**config.mk**
```make
export PLATFORM = sky130hd
export DESIGN_NAME = mesh_seq_ctrl
export DESIGN_NICKNAME = d
export VERILOG_FILES = /design/src/rtl/mesh_seq_ctrl.sv
export SDC_FILE = /design/constraint.sdc
export NUM_CORES = 1
export LEC_CHECK = 0
export CAP_MARGIN = 20
export CORE_MARGIN = 1
export CORE_UTILIZATION = 30
export DETAILED_ROUTE_END_ITERATION = 6
export PLACE_DENSITY_LB_ADDON = 0.25
export SLEW_MARGIN = 20
export SYNTH_ARGS = -nofsm -noshare
export SYNTH_HDL_FRONTEND = slang
export SYNTH_SLANG_ARGS = --single-unit
```
**constraint.sdc**
```tcl
create_clock -name clk -period 7.6 [get_ports clk]
set_input_delay 1.14 -clock clk [delete_from_list [all_inputs] [get_ports clk]]
set_output_delay 1.14 -clock clk [all_outputs]
set_load 0.005 [all_outputs]
```
**src/rtl/mesh_seq_ctrl.sv**
```systemverilog
// Global sequencer for the tile_pe mesh: weight broadcast, then n_iter rounds of LOAD_X + MAC.
module mesh_seq_ctrl #(
    parameter int unsigned DW    = 8,
    parameter int unsigned ROW_W = 4,
    parameter int unsigned COL_W = 4,
    parameter int unsigned LEN_W = 8
) (
    input  logic                   clk,
    input  logic                   rst_n,
    input  logic                   start,
    input  logic                   load_w,
    input  logic [LEN_W-1:0]       cfg_x_len,
    input  logic [LEN_W-1:0]       cfg_mac_len,
    input  logic [LEN_W-1:0]       cfg_n_iter,
    input  logic [DW-1:0]          w_data,
    input  logic                   w_valid,
    output logic                   w_ready,
    output logic [ROW_W+COL_W-1:0] cfg_addr,
    output logic [DW-1:0]          cfg_data,
    output logic                   cfg_valid,
    output logic [1:0]             global_state,
    output logic                   x_phase,
    output logic                   busy,
    output logic                   done
);

    localparam int unsigned AW = ROW_W + COL_W;

    localparam logic [1:0] GS_LOAD_W = 2'd0;
    localparam logic [1:0] GS_LOAD_X = 2'd1;
    localparam logic [1:0] GS_MAC    = 2'd2;
    localparam logic [1:0] GS_IDLE   = 2'd3;

    typedef enum logic [2:0] {
        S_IDLE   = 3'd0,
        S_WLOAD  = 3'd1,
        S_WFLUSH = 3'd2,
        S_XLOAD  = 3'd3,
        S_MAC    = 3'd4,
        S_DONE   = 3'd5
    } state_t;

    state_t state;
    state_t state_nxt;

    logic [LEN_W-1:0] x_len_q;
    logic [LEN_W-1:0] mac_len_q;
    logic [LEN_W-1:0] n_iter_q;
    logic [LEN_W-1:0] phase_cnt;
    logic [LEN_W-1:0] round_cnt;
    logic [AW-1:0]    tile_cnt;

    logic hs;
    logic tile_last;
    logic x_last;
    logic mac_last;
    logic round_last;

    logic [1:0] gs_nxt;
    logic       busy_nxt;
    logic       x_phase_nxt;
    logic       w_ready_nxt;
    logic       done_nxt;
    logic       cfg_valid_nxt;

    // Weight handshake and phase-end decodes
    assign hs         = (state == S_WLOAD) && w_valid && w_ready;
    assign tile_last  = &tile_cnt;
    assign x_last     = (phase_cnt == (x_len_q - LEN_W'(1)));
    assign mac_last   = (phase_cnt == (mac_len_q - LEN_W'(1)));
    assign round_last = (round_cnt == (n_iter_q - LEN_W'(1)));

    // State register
    always_ff @(posedge clk or negedge rst_n) begin
        if (!rst_n) begin
            state <= S_IDLE;
        end else begin
            state <= state_nxt;
        end
    end

    // Next-state logic
    always_comb begin
        state_nxt = state;
        case (state)
            S_IDLE: begin
                if (start) begin
                    if (load_w) begin
                        state_nxt = S_WLOAD;
                    end else if (cfg_n_iter == '0) begin
                        state_nxt = S_DONE;
                    end else begin
                        state_nxt = S_XLOAD;
                    end
                end
            end
            S_WLOAD: begin
                if (hs && tile_last) begin
                    state_nxt = S_WFLUSH;
                end
            end
            S_WFLUSH: begin
                state_nxt = (n_iter_q == '0) ? S_DONE : S_XLOAD;
            end
            S_XLOAD: begin
                if (x_last) begin
                    state_nxt = S_MAC;
                end
            end
            S_MAC: begin
                if (mac_last) begin
                    state_nxt = round_last ? S_DONE : S_XLOAD;
                end
            end
            S_DONE: begin
                state_nxt = S_IDLE;
            end
            default: begin
                state_nxt = S_IDLE;
            end
        endcase
    end

    // Output decode from the state being entered, so outputs switch on the entry edge
    always_comb begin
        gs_nxt        = GS_IDLE;
        busy_nxt      = 1'b0;
        x_phase_nxt   = 1'b0;
        w_ready_nxt   = 1'b0;
        done_nxt      = 1'b0;
        cfg_valid_nxt = hs;
        case (state_nxt)
            S_WLOAD: begin
                gs_nxt      = GS_LOAD_W;
                busy_nxt    = 1'b1;
                w_ready_nxt = 1'b1;
            end
            S_WFLUSH: begin
                gs_nxt   = GS_LOAD_W;
                busy_nxt = 1'b1;
            end
            S_XLOAD: begin
                gs_nxt      = GS_LOAD_X;
                busy_nxt    = 1'b1;
                x_phase_nxt = 1'b1;
            end
            S_MAC: begin
                gs_nxt   = GS_MAC;
                busy_nxt = 1'b1;
            end
            S_DONE: begin
                done_nxt = 1'b1;
            end
            default: begin
                gs_nxt = GS_IDLE;
            end
        endcase
    end

    // Registered outputs; the broadcast word is captured on each accepted weight
    always_ff @(posedge clk or negedge rst_n) begin
        if (!rst_n) begin
            global_state <= GS_IDLE;
            busy         <= 1'b0;
            x_phase      <= 1'b0;
            w_ready      <= 1'b0;
            done         <= 1'b0;
            cfg_valid    <= 1'b0;
            cfg_addr     <= '0;
            cfg_data     <= '0;
        end else begin
            global_state <= gs_nxt;
            busy         <= busy_nxt;
            x_phase      <= x_phase_nxt;
            w_ready      <= w_ready_nxt;
            done         <= done_nxt;
            cfg_valid    <= cfg_valid_nxt;
            if (hs) begin
                cfg_addr <= tile_cnt;
                cfg_data <= w_data;
            end
        end
    end

    // Job configuration latched at start; zero phase lengths clamp to one cycle
    always_ff @(posedge clk or negedge rst_n) begin
        if (!rst_n) begin
            x_len_q   <= LEN_W'(1);
            mac_len_q <= LEN_W'(1);
            n_iter_q  <= '0;
        end else if (state == S_IDLE && start) begin
            x_len_q   <= (cfg_x_len == '0) ? LEN_W'(1) : cfg_x_len;
            mac_len_q <= (cfg_mac_len == '0) ? LEN_W'(1) : cfg_mac_len;
            n_iter_q  <= cfg_n_iter;
        end
    end

    // Cycles spent in the current LOAD_X or MAC phase; cleared on every state change
    always_ff @(posedge clk or negedge rst_n) begin
        if (!rst_n) begin
            phase_cnt <= '0;
        end else if ((state == S_XLOAD || state == S_MAC) && state_nxt == state) begin
            phase_cnt <= phase_cnt + LEN_W'(1);
        end else begin
            phase_cnt <= '0;
        end
    end

    // Completed LOAD_X+MAC rounds in this job
    always_ff @(posedge clk or negedge rst_n) begin
        if (!rst_n) begin
            round_cnt <= '0;
        end else if (state == S_IDLE) begin
            round_cnt <= '0;
        end else if (state == S_MAC && mac_last) begin
            round_cnt <= round_cnt + LEN_W'(1);
        end
    end

    // Row-major tile address for the next weight; wraps to zero after the last tile
    always_ff @(posedge clk or negedge rst_n) begin
        if (!rst_n) begin
            tile_cnt <= '0;
        end else if (state == S_IDLE) begin
            tile_cnt <= '0;
        end else if (hs) begin
            tile_cnt <= tile_cnt + AW'(1);
        end
    end

endmodule

```
==> results.toml, run 1 <==
[route]
routed_wirelength_um = 8870
wl_per_cell_um = 13.9
ant_nets = 0
viasPerCell = 4.79
vias = 3045
detail_route.first_pass.iterations = 4
drt_iter0_markers = 134
drc = 0

[cells_and_area]
diodes = 0
finalInstanceArea_um2 = 5000
drive_gt1_frac = 0.106
fin_nets = 503
final_common_cell = "dfrtp_1"
final_cells = 636
nFillCells = 1283
final_cell_mix = "dfrtp_1, nand2_1, clkdlybuf4s50_1"
area_growth_pct = 27.9

[floorplanning]
dieWidth_um = 116
start_util = 0.309
dieArea_um2 = 13500
core_um2 = 12700
fp.dieH_um = 116
ios = 60
num_rows = 41

[synthesis]
synth_nets = 445
ys.flop_type = "dfrtp_1"
syn_area_um2 = 3910
synthArstFlopShare = 1.00
synth_top_family_by_area = "simple AND/OR/NAND/NOR gates"
synthXorXnorAreaFrac = 0.0985
synth-edff-count = 0
ys_seq_elements = 74
synth.area.mux_share = 0.0592
ys_seq_area_frac = 0.475
ys_warn_count = 0
yosys.area_share.simple = 0.229
syn_inst = 401
synth_area_per_cell_um2 = 9.75
yosys.area_share.adder = 0.0224
synth_compound_area_frac = 0.0899
synth_cell_types = 57

[critical_path]
startpoint_type = "primary input"
cp.arrival_ps = 3890
crit_path_end_kind = "flip-flop"
required_ps = 7870
worstPathCellList = "clkdlybuf4s50_1, and4b_1, and4_1, nand2b_1, o21a_1, o2111ai_1, a211o_1, nor2_1"
critical_path_class = "in2reg"
worst_path_max_delay_cell = "and4b_1"
max_stage_delay_ps = 860
crit_fanout = 24

[power]
p_leak_nw = 2.13
ir_drop_mv = 0.262
power_density_nw_per_um2 = 352
total_power_mw = 1.76

[timing]
rsz0062_at_grt = "false"
setup_viol = 0
fin_crit_sh = 0.477
fin_skew_ps = 5.39
slew_viol_final = 0
hold_viol_final = 0
fmax_ghz = 0.276
fin_setup_tns_ps = 0
tightest_slew_ps = 1000
fin_crit_ps = 3620
slew_headroom = 0.330
setup_slack_ps = 3980

[placed_design]
placed_area_um2 = 4670
gp_congestion = 0.731
dp_hpwl_um = 6310
dp_slack_ps = 3590
dp_cells = 620
io_buffers = 59

[run]
cap_violations = 0

[status]
outcome = "finished clean"

[clocking]
cts_resized = 0
cts.clk_slew.worst_paths_ps = 60
clock_path_buffers = 2
cts_hold_repair.buffers = 0
cts_root_buf = "clkbuf_16"
cts.sinks = 74
cts_buffers = 9
h-tree-depth = 3
cts_tree = "built"
clock_latency_ps = 340
post_cts_buffers = 0

[global_route]
track_usage = 0.143
grt_pass1_vias = 3136
grt_start_max_net_pins = 75
grt_pass1_wl_um = 14800
grt_overflow = 0
antenna_found_initial = 0

[worst_hold_path]
hp-class = "reg2reg"
-- sequential cells by signal, summed over array words and instances, names as in the netlist, 2 cells and up --
| signal | flops |
|---|---|
| state | 3 |
| cfg_addr | 8 |
| x_len_q | 8 |
| cfg_data | 8 |
| phase_cnt | 8 |
| global_state | 2 |
| round_cnt | 8 |
| tile_cnt | 8 |
| mac_len_q | 8 |
| n_iter_q | 8 |
-- cells by family after synthesis --
group / after synthesis
flops: 74
buf+inv: 27
mux: 21
xor+xnor: 44
simple gates: 176
fa+ha+maj: 7
compound gates: 52
-- cell type report --
type                    count  area (um^2)  area share
multi-input cells         300         1950       0.390
flip-flops and latches     74         1860       0.371
repair buffers             61          603       0.121
clock buffers              10          239      0.0478
well taps                 172          215      0.0430
clock inverters             6         90.1      0.0180
inverters                  13         48.8     0.00975
-- synthesized netlist by cell type (2+ instances only) --
cell,count,area share
dfrtp_1,70,0.45
nand2_1,67,0.064
nor2_1,33,0.032
xnor2_1,28,0.063
o21ai_0,18,0.023
mux2_2,17,0.049
xor2_1,16,0.036
inv_1,13,0.012
nand3_1,12,0.015
a21oi_1,10,0.013
clkbuf_1,10,0.0096
ha_1,7,0.022
nor3_1,7,0.0090
nor4_1,7,0.011
nand4_1,6,0.0096
nor3b_1,6,0.012
and3_1,5,0.0080
nor2b_1,5,0.0080
dfstp_2,4,0.027
mux2i_1,4,0.010
and2_1,3,0.0048
and4_1,3,0.0067
o21a_1,3,0.0058
or3_1,3,0.0048
a211o_1,2,0.0045
a21o_1,2,0.0038
and4b_1,2,0.0051
buf_1,2,0.0019
buf_2,2,0.0026
nand3b_1,2,0.0038
o2111ai_1,2,0.0045
o22ai_1,2,0.0032
o31a_1,2,0.0045
or3b_2,2,0.0045
or4_1,2,0.0038
-- power breakdown --
part / leakage, nW / switching [mW] / internal [mW]
sequential: 0.931 / 0.133 / 0.533
combinational: 1.04 / 0.279 / 0.348
clock: 0.159 / 0.171 / 0.297
-- through the flow --
step | hold WS, ps | utilization
after floorplan | 467 | -
after global placement | 490 | 0.369
after detailed placement | 493 | 0.369
after CTS | 506 | 0.395
after global routing | 517 | 0.395
final | 506 | 0.395
-- critical path: cells and delay by family --
family                 cells  cell delay, ps
AO/OA/AOI/OAI              3             720
AND/OR/NAND/NOR            4            1570
buffers and inverters      1             460
-- per-layer routing --
metal	vias to the layer above	track usage	routed length (um)
met5	-	0	0
met4	0	0.0410	57
met1	1475	0.169	4120
li1	1503	-	-
met2	62	0.243	4200
met3	5	0.0550	487
-- worst paths after layout --
kind,startpoint,to,slack [ps],cells after the start
min reg2reg,x_len_q[7],x_len_q[7],510,2
max,w_valid,phase_cnt[3],3980,8
max in group asynchronous,rst_n,cfg_addr[2],6040,1
min,x_len_q[7],x_len_q[7],510,2
min in group asynchronous,rst_n,x_len_q[1],920,1
max reg2reg,state[2],phase_cnt[3],4460,8
Note: power is estimated with default switching activity, not from simulation.
==> run 2: changes to the inputs <==
clock period = 3.68 ns   (was 7.6 ns; I/O delays follow)
==> results.toml, run 2 (same netlist as run 1, synthesis figures left out) <==
[status]
outcome = "finished clean"

[power]
p_sw_mw = 1.20
power_frac_seq = 0.387
p_leak_nw = 2.13
power_density_nw_per_um2 = 714
p_sw_frac = 0.336
pwr-share-comb = 0.365
internal-power_mw = 2.37
p_clk_frac = 0.247
ir_drop_mv = 0.416

[placed_design]
dp_hpwl_um = 6260
gp_congestion = 0.843
io_buffers = 59
dp_slack_ps = 747
dp_cells = 623
placed_area_um2 = 4700

[critical_path]
cp.arrival_ps = 3170
max_stage_delay_ps = 480
required_ps = 3900
worst_path_max_delay_cell = "or3b_2"
worstPathCellList = "inv_1, ha_1, or3b_2, nor4_1, o22ai_1, a21o_1, or3_4, a211oi_4, o211ai_1, a22o_2"
crit_fanout = 7
critical_path_class = "reg2reg"
regToRegSetupSlack_ps = 730
r2r_start = "mac_len_q[1]"
setup.worst_path.start = "mac_len_q[1]"
crit_path_end_kind = "flip-flop"
startpoint_type = "flip-flop"

[cells_and_area]
drive_gt1_frac = 0.109
area_growth_pct = 27.7
nFillCells = 1278
finalInstanceArea_um2 = 4990
final_cell_mix = "dfrtp_1, nand2_1, clkdlybuf4s50_1"
final_common_cell = "dfrtp_1"
diodes = 0
final_cells = 639
fin_nets = 506

[floorplanning]
num_rows = 41
dieWidth_um = 116
ios = 60
fp.dieH_um = 116
core_um2 = 12700
start_util = 0.309
dieArea_um2 = 13500

[timing]
fin_crit_ps = 2950
fin_skew_ps = 5.01
rsz0062_at_grt = "false"
whs_ps = 355
setup_viol = 0
tightest_slew_ps = 945
slew_headroom = 0.370
slew_viol_final = 0
hold_viol_final = 0
fmax_ghz = 0.339
fin_setup_tns_ps = 0
fin_crit_sh = 0.802
setup_slack_ps = 730

[global_route]
antenna_found_initial = 0
grt_pass1_wl_um = 14900
grt_start_max_net_pins = 75
grt_pass1_vias = 3106
grt_overflow = 0
track_usage = 0.144

[route]
detail_route.first_pass.iterations = 4
ant_nets = 0
drc = 0
routed_wirelength_um = 8790
vias = 3058
wl_per_cell_um = 13.7
viasPerCell = 4.79
drt_iter0_markers = 155

[clocking]
cts_tree = "built"
cts_resized = 0
clock_latency_ps = 330
post_cts_buffers = 0
cts_buffers = 9
cts.sinks = 74
cts.clk_slew.worst_paths_ps = 60
clock_path_buffers = 2
cts_root_buf = "clkbuf_16"
h-tree-depth = 3
cts_hold_repair.buffers = 0

[run]
cap_violations = 0

[worst_hold_path]
hp-class = "in2async"
==> run 2: cell count changes in the layout (fill, tap and decap cells not counted), sizes merged <==
cell,previous run,this run
buf,3,6
bufinv,2,1
clkbuf,10,11
clkinv,3,4
clkinvlp,1,0
==> run 2: critical path: cells and delay by family (launching register included) <==
kind	cells	cell delay, ps
simple gates	3	1070
fa+ha+maj	1	230
buf+inv	1	80
compound gates	5	1070
flops	1	400
==> run 2: power by group through the flow <==
stage | combinational [mW] | sequential (mW) | clock (mW)
final | 1.30 | 1.38 | 0.880
after global routing | 1.47 | 1.42 | 0.942
after CTS | 1.32 | 1.38 | 0.911
after detailed placement | 1.31 | 1.39 | 0
after global placement | 1.29 | 1.38 | 0
after floorplan | 0.906 | 1.31 | 0
==> run 2: worst paths after layout <==
kind,to,cells past startpoint
max,busy,10
min,x_len_q[4],1
max reg2reg,busy,10
min reg2reg,x_len_q[7],2
max in group asynchronous,tile_cnt[7],1
min in group clk,x_len_q[7],2
==> run 2: routing by layer <==
layer / vias to the layer above / share of wire / GRT usage
li1: 1514 / - / -
met1: 1471 / 0.47 / 0.181
met2: 67 / 0.46 / 0.231
met3: 6 / 0.066 / 0.0586
met4: 0 / 0.0089 / 0.0350
met5: - / 0 / 0
==> run 2: area by class of cell <==
cell class,count,area (um^2),area share
Sequential cell,74,1860,0.372
Timing Repair Buffer,64,626,0.125
Inverter,13,48.8,0.00977
Clock buffer,11,243,0.0486
Multi-Input combinational cell,300,1950,0.391
Tap cell,172,215,0.0431
Clock inverter,5,53.8,0.0108
==> run 2: metrics by stage <==
step	total power [mW]	util
after floorplan	2.21	-
after global placement	2.67	0.371
after CTS	3.61	0.394
after detailed placement	2.70	0.371
after global routing	3.84	0.394
final	3.56	0.394
==> run 3: changes to the inputs <==
clock period = 2.43 ns   (was 3.68 ns; I/O delays follow)
==> results.toml, run 3 (same netlist as run 1, synthesis figures left out) <==
[route]
routed_wirelength_um = 9590
vias = 3211
detail_route.first_pass.iterations = 4
ant_nets = 0
drt_iter0_markers = 151
drc = 0
wl_per_cell_um = 14.0
viasPerCell = 4.70

[clocking]
clock_latency_ps = 340
cts_tree = "built"
cts_root_buf = "clkbuf_16"
h-tree-depth = 3
cts.clk_slew.worst_paths_ps = 60
cts.sinks = 74
clock_path_buffers = 2
cts_buffers = 9

[critical_path]
critical_path.top_delay_family = "simple AND/OR/NAND/NOR gates"
crit_buf_inv = 1
regToRegSetupSlack_ps = -190
worst_path_max_delay_cell = "or4_4"
required_ps = 2690
worstPathCellList = "or4_4, and4bb_1, nor3b_2, a21o_1, or3_4, a211oi_4, buf_4, mux2i_1, a21oi_1"
startpoint_type = "flip-flop"
crit_fanout = 4
r2r_cells = 9
max_stage_delay_ps = 560
critical_path_class = "reg2reg"
setup.worst_path.start = "mac_len_q[1]"
crit_path_end_kind = "flip-flop"
worst_r2r_endpoint = "global_state[0]"
cp.arrival_ps = 2890
r2r_start = "mac_len_q[1]"

[global_route]
track_usage = 0.155
grt_start_max_net_pins = 40
grt_pass1_vias = 3280
grt_overflow = 0
grt_pass1_wl_um = 15800
antenna_found_initial = 0

[floorplanning]
dieArea_um2 = 13500
dieWidth_um = 116
ios = 60
fp.dieH_um = 116
core_um2 = 12700
num_rows = 41
start_util = 0.309

[placed_design]
dp_slack_ps = -276
gp_congestion = 0.804
dp_hpwl_um = 7020
io_buffers = 59

[timing]
setup_viol = 19
fmax_ghz = 0.381
setup_slack_ps = -195
fin_crit_ps = 2620
fin_skew_ps = 5.72
slew_headroom = 0.646
fin_setup_tns_ps = -1610
slew_viol_final = 0
hold_viol_final = 0
tightest_slew_ps = 531
rsz0062_at_grt = "true"
fin_crit_sh = 1.08

[cells_and_area]
drive_gt1_frac = 0.239
final_common_cell = "dfrtp_1"
diodes = 0
area_growth_pct = 42.1
final_cell_mix = "dfrtp_1, nand2_1, clkdlybuf4s50_1"
fin_nets = 550

[power]
p_leak_nw = 2.41
ir_drop_mv = 0.483
power_density_nw_per_um2 = 1100

[run]
cap_violations = 0

[worst_hold_path]
hp-class = "in2async"

[status]
outcome = "finished with violations"
violations = "setup timing"
==> run 3: metal layers <==
layer,global-route usage,routed length [um],vias to the layer above
met5,0,0,-
met4,0.0462,123,0
met3,0.0503,516,9
met2,0.255,4610,69
met1,0.193,4340,1530
li1,-,-,1603
==> run 3: worst max path at each step <==
stage,endpoint,slack (ps),cells after the start
after global routing,round_cnt[4],-290,11
final,global_state[0],-190,9
after CTS,busy,-240,8
after floorplan,busy,-140,10
after global placement,busy,-190,8
after detailed placement,busy,-280,8
==> run 3: timing repair <==
| action | in CTS | in global routing |
|---|---|---|
| endpoints found under the setup margin | 23 | 25 |
| hold buffers | 0 | 0 |
| buffers inserted | 1 | 5 |
| gates resized for setup | 13 | 21 |
| pin swaps | 14 | 6 |
==> run 3: layout make-up <==
| class | count | area, um^2 |
|---|---|---|
| Timing Repair Buffer | 108 | 968 |
| Fill cell | 1229 | 7110 |
| Multi-Input combinational cell | 300 | 2130 |
| Clock inverter | 4 | 72.6 |
| Sequential cell | 74 | 1860 |
| Tap cell | 172 | 215 |
| Clock buffer | 12 | 267 |
| Inverter | 13 | 48.8 |
==> run 3: stage by stage <==
step / power (mW) / std cells / hold WS, ps / instance area, um^2 / util
2_1_floorplan: 3.37 / 401 / 68.9 / 3920 / -
3_3_place_gp: 4.37 / 662 / 376 / 5010 / 0.395
3_5_place_dp: 4.43 / 662 / 383 / 5010 / 0.395
4_1_cts: 6.03 / 678 / 24.2 / 5410 / 0.427
5_1_grt: 6.54 / 683 / 49.2 / 5560 / 0.439
6_report: 6.13 / 683 / 3.59 / 5560 / 0.439
==> run 3: report_power, final <==
group / internal (mW) / total (mW) / switching, mW
combinational: 1.47 / 2.62 / 1.14
clock: 0.980 / 1.48 / 0.500
sequential: 1.67 / 2.03 / 0.363
